===== src/rtl/pipe_pkg.sv =====
// ----------------------------------------------------------------------------
// pipe_pkg : shared state encoding and reset constants for pipe_stage_skid
// Revision : 1.0
// ----------------------------------------------------------------------------
`default_nettype none

package pipe_pkg;

  typedef enum logic [1:0] {
    ST_EMPTY = 2'd0,
    ST_FULL  = 2'd1,
    ST_SKID  = 2'd2
  } state_e;

  localparam logic [31:0] PIPE_RESET_PC = 32'h00003008;
  // Every bit of the NOP payload takes this value; all-zero decodes as a bubble.
  localparam logic        PIPE_NOP_BIT  = 1'b0;

endpackage

`default_nettype wire


===== src/rtl/pipe_slot.sv =====
// ----------------------------------------------------------------------------
// pipe_slot : W-bit payload plus 32-bit PC register with load and clear
// Revision  : 1.0
// ----------------------------------------------------------------------------
`default_nettype none

module pipe_slot
  import pipe_pkg::*;
#(
  parameter int           W        = 64,
  parameter logic [31:0]  RESET_PC = PIPE_RESET_PC,
  parameter logic [W-1:0] NOP_DATA = {W{PIPE_NOP_BIT}}
) (
  input  logic         clk,
  input  logic         reset,
  input  logic         load_i,
  input  logic         clear_i,
  input  logic [W-1:0] data_i,
  input  logic [31:0]  pc_i,
  output logic [W-1:0] data_o,
  output logic [31:0]  pc_o
);

  logic [W-1:0] data_q;
  logic [31:0]  pc_q;

  // Clear wins over load so a flush can never be overridden by a same-cycle load.
  always_ff @(posedge clk or posedge reset) begin
    if (reset) begin
      data_q <= NOP_DATA;
      pc_q   <= RESET_PC;
    end else if (clear_i) begin
      data_q <= NOP_DATA;
      pc_q   <= RESET_PC;
    end else if (load_i) begin
      data_q <= data_i;
      pc_q   <= pc_i;
    end
  end

  assign data_o = data_q;
  assign pc_o   = pc_q;

endmodule

`default_nettype wire


===== src/rtl/pipe_stage_skid.sv =====
// ----------------------------------------------------------------------------
// pipe_stage_skid : valid/ready pipeline stage register with 2-entry skid
//                   buffer; optional perf counters under PIPE_STAGE_PERF_EN
// Revision        : 1.0
// ----------------------------------------------------------------------------
`default_nettype none

module pipe_stage_skid
  import pipe_pkg::*;
#(
  parameter int           W        = 64,
  parameter logic [31:0]  RESET_PC = PIPE_RESET_PC,
  parameter logic [W-1:0] NOP_DATA = {W{PIPE_NOP_BIT}}
) (
  input  logic         clk,
  input  logic         reset,
  input  logic         flush,
  input  logic         in_valid,
  output logic         in_ready,
  input  logic [W-1:0] in_data,
  input  logic [31:0]  in_pc,
  output logic         out_valid,
  input  logic         out_ready,
  output logic [W-1:0] out_data,
`ifdef PIPE_STAGE_PERF_EN
  output logic [31:0]  stall_cnt,
  output logic [31:0]  bubble_cnt,
`endif
  output logic [31:0]  out_pc
);

  state_e       state_q, state_d;
  logic         in_fire, out_fire;
  logic         main_load, main_clear, main_from_skid;
  logic         skid_load, skid_clear;
  logic [W-1:0] skid_data, main_src_data;
  logic [31:0]  skid_pc, main_src_pc;

  // Both handshake outputs decode from the state register only.
  assign in_ready  = (state_q != ST_SKID);
  assign out_valid = (state_q != ST_EMPTY);
  assign in_fire   = in_valid & in_ready;
  assign out_fire  = out_valid & out_ready;

  always_ff @(posedge clk or posedge reset) begin
    if (reset) state_q <= ST_EMPTY;
    else       state_q <= state_d;
  end

  always_comb begin
    state_d        = state_q;
    main_load      = 1'b0;
    main_clear     = 1'b0;
    main_from_skid = 1'b0;
    skid_load      = 1'b0;
    skid_clear     = 1'b0;
    if (flush) begin
      state_d    = ST_EMPTY;
      main_clear = 1'b1;
      skid_clear = 1'b1;
    end else begin
      case (state_q)
        ST_EMPTY: begin
          if (in_fire) begin
            main_load = 1'b1;
            state_d   = ST_FULL;
          end
        end
        ST_FULL: begin
          if (in_fire && out_fire) begin
            main_load = 1'b1;
          end else if (in_fire) begin
            skid_load = 1'b1;
            state_d   = ST_SKID;
          end else if (out_fire) begin
            main_clear = 1'b1;
            state_d    = ST_EMPTY;
          end
        end
        ST_SKID: begin
          if (out_fire) begin
            main_load      = 1'b1;
            main_from_skid = 1'b1;
            skid_clear     = 1'b1;
            state_d        = ST_FULL;
          end
        end
        default: state_d = ST_EMPTY;
      endcase
    end
  end

  assign main_src_data = main_from_skid ? skid_data : in_data;
  assign main_src_pc   = main_from_skid ? skid_pc   : in_pc;

  pipe_slot #(
    .W        (W),
    .RESET_PC (RESET_PC),
    .NOP_DATA (NOP_DATA)
  ) u_main (
    .clk     (clk),
    .reset   (reset),
    .load_i  (main_load),
    .clear_i (main_clear),
    .data_i  (main_src_data),
    .pc_i    (main_src_pc),
    .data_o  (out_data),
    .pc_o    (out_pc)
  );

  pipe_slot #(
    .W        (W),
    .RESET_PC (RESET_PC),
    .NOP_DATA (NOP_DATA)
  ) u_skid (
    .clk     (clk),
    .reset   (reset),
    .load_i  (skid_load),
    .clear_i (skid_clear),
    .data_i  (in_data),
    .pc_i    (in_pc),
    .data_o  (skid_data),
    .pc_o    (skid_pc)
  );

`ifdef PIPE_STAGE_PERF_EN
  logic [31:0] stall_cnt_q, bubble_cnt_q;

  // Counters survive flush; only reset clears them.
  always_ff @(posedge clk or posedge reset) begin
    if (reset) begin
      stall_cnt_q  <= 32'd0;
      bubble_cnt_q <= 32'd0;
    end else begin
      if (out_valid && !out_ready) stall_cnt_q  <= stall_cnt_q + 32'd1;
      if (!out_valid)              bubble_cnt_q <= bubble_cnt_q + 32'd1;
    end
  end

  assign stall_cnt  = stall_cnt_q;
  assign bubble_cnt = bubble_cnt_q;
`endif

endmodule

`default_nettype wire


===== config.mk =====
export PLATFORM = sky130hd
export DESIGN_NAME = pipe_stage_skid
export DESIGN_NICKNAME = d
export VERILOG_FILES = /design/src/rtl/pipe_pkg.sv /design/src/rtl/pipe_slot.sv /design/src/rtl/pipe_stage_skid.sv
export SDC_FILE = /design/constraint.sdc
export NUM_CORES = 1
export LEC_CHECK = 0
export BUFFER_PORTS_ARGS = -buffer_cell sky130_fd_sc_hd__clkbuf_2
export CAP_MARGIN = 10
export CORE_ASPECT_RATIO = 2
export CORE_UTILIZATION = 41
export CTS_BUF_LIST = sky130_fd_sc_hd__clkbuf_8 sky130_fd_sc_hd__clkbuf_16
export DETAILED_ROUTE_END_ITERATION = 8
export PLACE_DENSITY_LB_ADDON = 0.05
export SLEW_MARGIN = 20
export SYNTH_ARGS = -nofsm -noshare
export SYNTH_HDL_FRONTEND = slang
export SYNTH_SLANG_ARGS = --single-unit

===== constraint.sdc =====
create_clock -name clk -period 8.4 [get_ports clk]
set_input_delay 1.68 -clock clk [delete_from_list [all_inputs] [get_ports clk]]
set_output_delay 1.68 -clock clk [all_outputs]
set_load 0.05 [all_outputs]

==> run_results.csv <==
group,metric,value,unit
run_status,status,"complete, no violations",
synth,synth_fp_nets,664,
synth,synthFlopType,"dfrtp_1",
synth,postSynthAreaPerCell,14.36,sq um
min_path,hp-class,"register to register",
clock_network,clk_path_buf_depth,2,
synth,synth_cell_types,31,
place,gp_routability_congestion,0.7139,
drt,routed_wl,20.50,mm
timing,fin_tns_setup,0,ns
power_and_ir_drop,p_leak,4.528,nW
grt,gr-total-overflow,0,
clock_network,cts_tree,"done",
drt,ant_nets,0,
worst_setup_path,worst-path-max-fanout,49,
run,maxCapViolations,0,
timing,finClkSkew,0.009237,ns
drt,wl_per_cell,20.42,um
synth,synthArstFlopShare,100.0,%
layout,syn2layout_area_growth,20.47,%
synth,synth_most_common_cell,"dfrtp_1",
clock_network,clk_latency,0.43,ns
synth,yosysSeqAreaShare,60.14,%
worst_setup_path,slowest_stage,"and4bb_4",
grt,grt_first_pass_wirelength,33.26,mm
floorplan,fp.dieH,200.6,um
synth,synth_common_cells,"dfrtp_1, mux2i_1, a22o_1, o2bb2ai_1, buf_2",
layout,diodes,0,
worst_setup_path,worst-endpoint-required,8.73,ns
synth,synth_area_leaders,"dfrtp_1, mux2i_1, a22o_1, o2bb2ai_1, dfstp_2",
grt,grt_pass1_vias,6047,
drt,drc_errors,0,
synth,synth_top_area_share,58.19,%
timing,drv_slew,0,
grt,grt_max_degree,123,
power_and_ir_drop,ir_worst_vdd,0.1313,mV
worst_setup_path,critPathKind,"primary input to register",
timing,fin_crit_sh,46.98,%
worst_setup_path,crit_family,"simple AND/OR/NAND/NOR gates",
floorplan,core-area,19370,sq um
place,dp.final_hpwl,12.21,mm
power_and_ir_drop,p_per_area,230.4,nW/um^2
clock_network,cts_resized,0,
clock_network,cts_buffers,17,
floorplan,fp.dieArea,20320,sq um
timing,timing.final.ws_setup,4.454,ns
drt,vias_per_cell,5.538,
clock_network,cts.sinks,194,
floorplan,num_rows,72,
clock_network,cts.htree.levels,4,
floorplan,ioPinCount,199,
timing,setup_viol,0,
layout,drive_gt1_share,34.23,%
timing,hold_viol_final,0,
place,numPortBuffers,198,
floorplan,fp.dieW,101.3,um
clock_network,clk_pin_slew,0.07,ns
synth,syn_inst,563,
timing,rsz0062_at_grt,"no",
synth,ys.warnings.count,0,
clock_network,hold_buffers,0,
worst_setup_path,cp-end-kind,"register",
timing,hold_ws,0.4723,ns
synth,synth_largest_area_cell,"dfrtp_1",
timing,maxSlewHeadroom,31.14,%
timing,worst_pin_slew,1.033,ns
timing,clock.fmax,253.4,MHz
layout,nets,833,
synth,synth_seq_cells,194,
synth,netlist_area,8085,sq um
floorplan,initial_core_util,41.74,%
drt,first_pass_iters,4,
clock_network,post_cts_buffers,0,
drt,vias,5560,
worst_setup_path,slowest_delay,1.04,ns
timing,min_period,3.946,ns
worst_setup_path,cp_cell_sequence,"clkbuf_2 > and4bb_4 > buf_4 > mux2_2 > a2bb2oi_1",
grt,grt.total_usage,21.42,%
grt,antenna_found_initial,0,
clock_network,cts_root_buf,"clkbuf_16",
drt,initialDrtViolationCount,232,
worst_setup_path,worstPathArrival,4.27,ns
synth,synth_edf_count,0,
place,dp_slack,3.937,ns
worst_setup_path,path_buf_inv,2,
worst_setup_path,startpoint_type,"primary input",
[sequential cells by signal (all words and copies together), names as in the netlist]
| register | cells |
|---|---|
| u_main.data_o | 64 |
| u_skid.data_o | 64 |
| u_main.pc_o | 32 |
| u_skid.pc_o | 32 |
| state_q | 2 |
[area by class of cell]
type	instances	area [sq um]
Fill cell	1764	9628
Sequential cell	194	4862
Multi-Input combinational cell	308	2840
Timing Repair Buffer	205	1064
Clock buffer	20	466.7
Tap cell	259	324.1
Clock inverter	12	153.9
Inverter	6	30.03
[worst register-to-register path, cell delays in order (launching register included)]
cell	delay, ns
dfrtp_1	0.50
and4bb_4	1.04
buf_4	0.84
mux2_2	0.43
a2bb2oi_1	0.13
[path summary, 6_finish.rpt]
path                                      from           endpoint  slack, ns  cells after the start
worst max-delay path                     flush    u_main.pc_o[13]       4.45                      5
worst min-delay path            u_main.pc_o[3]     u_main.pc_o[3]       0.47                      2
worst max register to register      state_q[0]    u_main.pc_o[13]       5.37                      4
worst min register to register  u_main.pc_o[3]     u_main.pc_o[3]       0.47                      2
max in group asynchronous                reset  u_main.data_o[40]       5.45                      3
min in group asynchronous                reset  u_skid.data_o[38]       1.43                      2
[cell usage in the layout, fill, tap and decap left out, types with 2 or more instances in the layout]
| cell type | netlist | routed |
|---|---|---|
| clkbuf_8 | 0 | 3 |
| inv_1 | 6 | 5 |
| a2bb2oi_1 | 3 | 3 |
| dfstp_2 | 6 | 6 |
| mux2_2 | 3 | 3 |
| nand3b_1 | 2 | 2 |
| o22a_1 | 3 | 3 |
| bufinv_16 | 0 | 3 |
| o2bb2ai_1 | 93 | 93 |
| clkbuf_2 | 0 | 198 |
| inv_6 | 0 | 2 |
| clkbuf_16 | 0 | 17 |
| nand2_1 | 2 | 2 |
| dfrtp_1 | 188 | 188 |
| buf_4 | 13 | 6 |
| a22o_1 | 93 | 93 |
| clkinv_2 | 0 | 3 |
| clkinvlp_4 | 0 | 3 |
| and4bb_4 | 1 | 2 |
| mux2i_1 | 94 | 94 |
[metal layers]
metal | track usage [%] | up-vias | routed length (um)
li1 | - | 2499 | -
met3 | 4.526 | 22 | 851
met4 | 8.333 | 0 | 410
met1 | 26.55 | 2881 | 8641
met2 | 35.98 | 158 | 10590
met5 | 0 | - | 0
[cell families (layout without fill, tap and decap cells)]
kind of cell    count (synthesis)  after routing  share of synthesized area (%)
mux                            97             97                          12.06
flops                         194            194                          60.14
compound gates                199            199                          21.54
buf+inv                        61            243                          5.107
simple gates                   12             12                          1.161
[per-stage QoR]
stage | power (mW) | std cells | utilization, % | area, sq um
2_1_floorplan | 1.300 | 563 | - | 8085
3_3_place_gp | 1.406 | 971 | 46.91 | 9085
3_5_place_dp | 1.413 | 971 | 46.91 | 9085
4_1_cts | 2.274 | 1003 | 50.11 | 9706
5_1_grt | 2.336 | 1004 | 50.29 | 9741
6_report | 2.244 | 1004 | 50.29 | 9741
[power by group]
group          internal [mW]  switching (mW)  leakage, nW
clock network          0.493           0.359        0.299
logic                 0.0908           0.275         1.62
registers              0.989          0.0361         2.61
total                   1.57           0.671         4.53
Note: power is estimated with default switching activity, not from simulation.
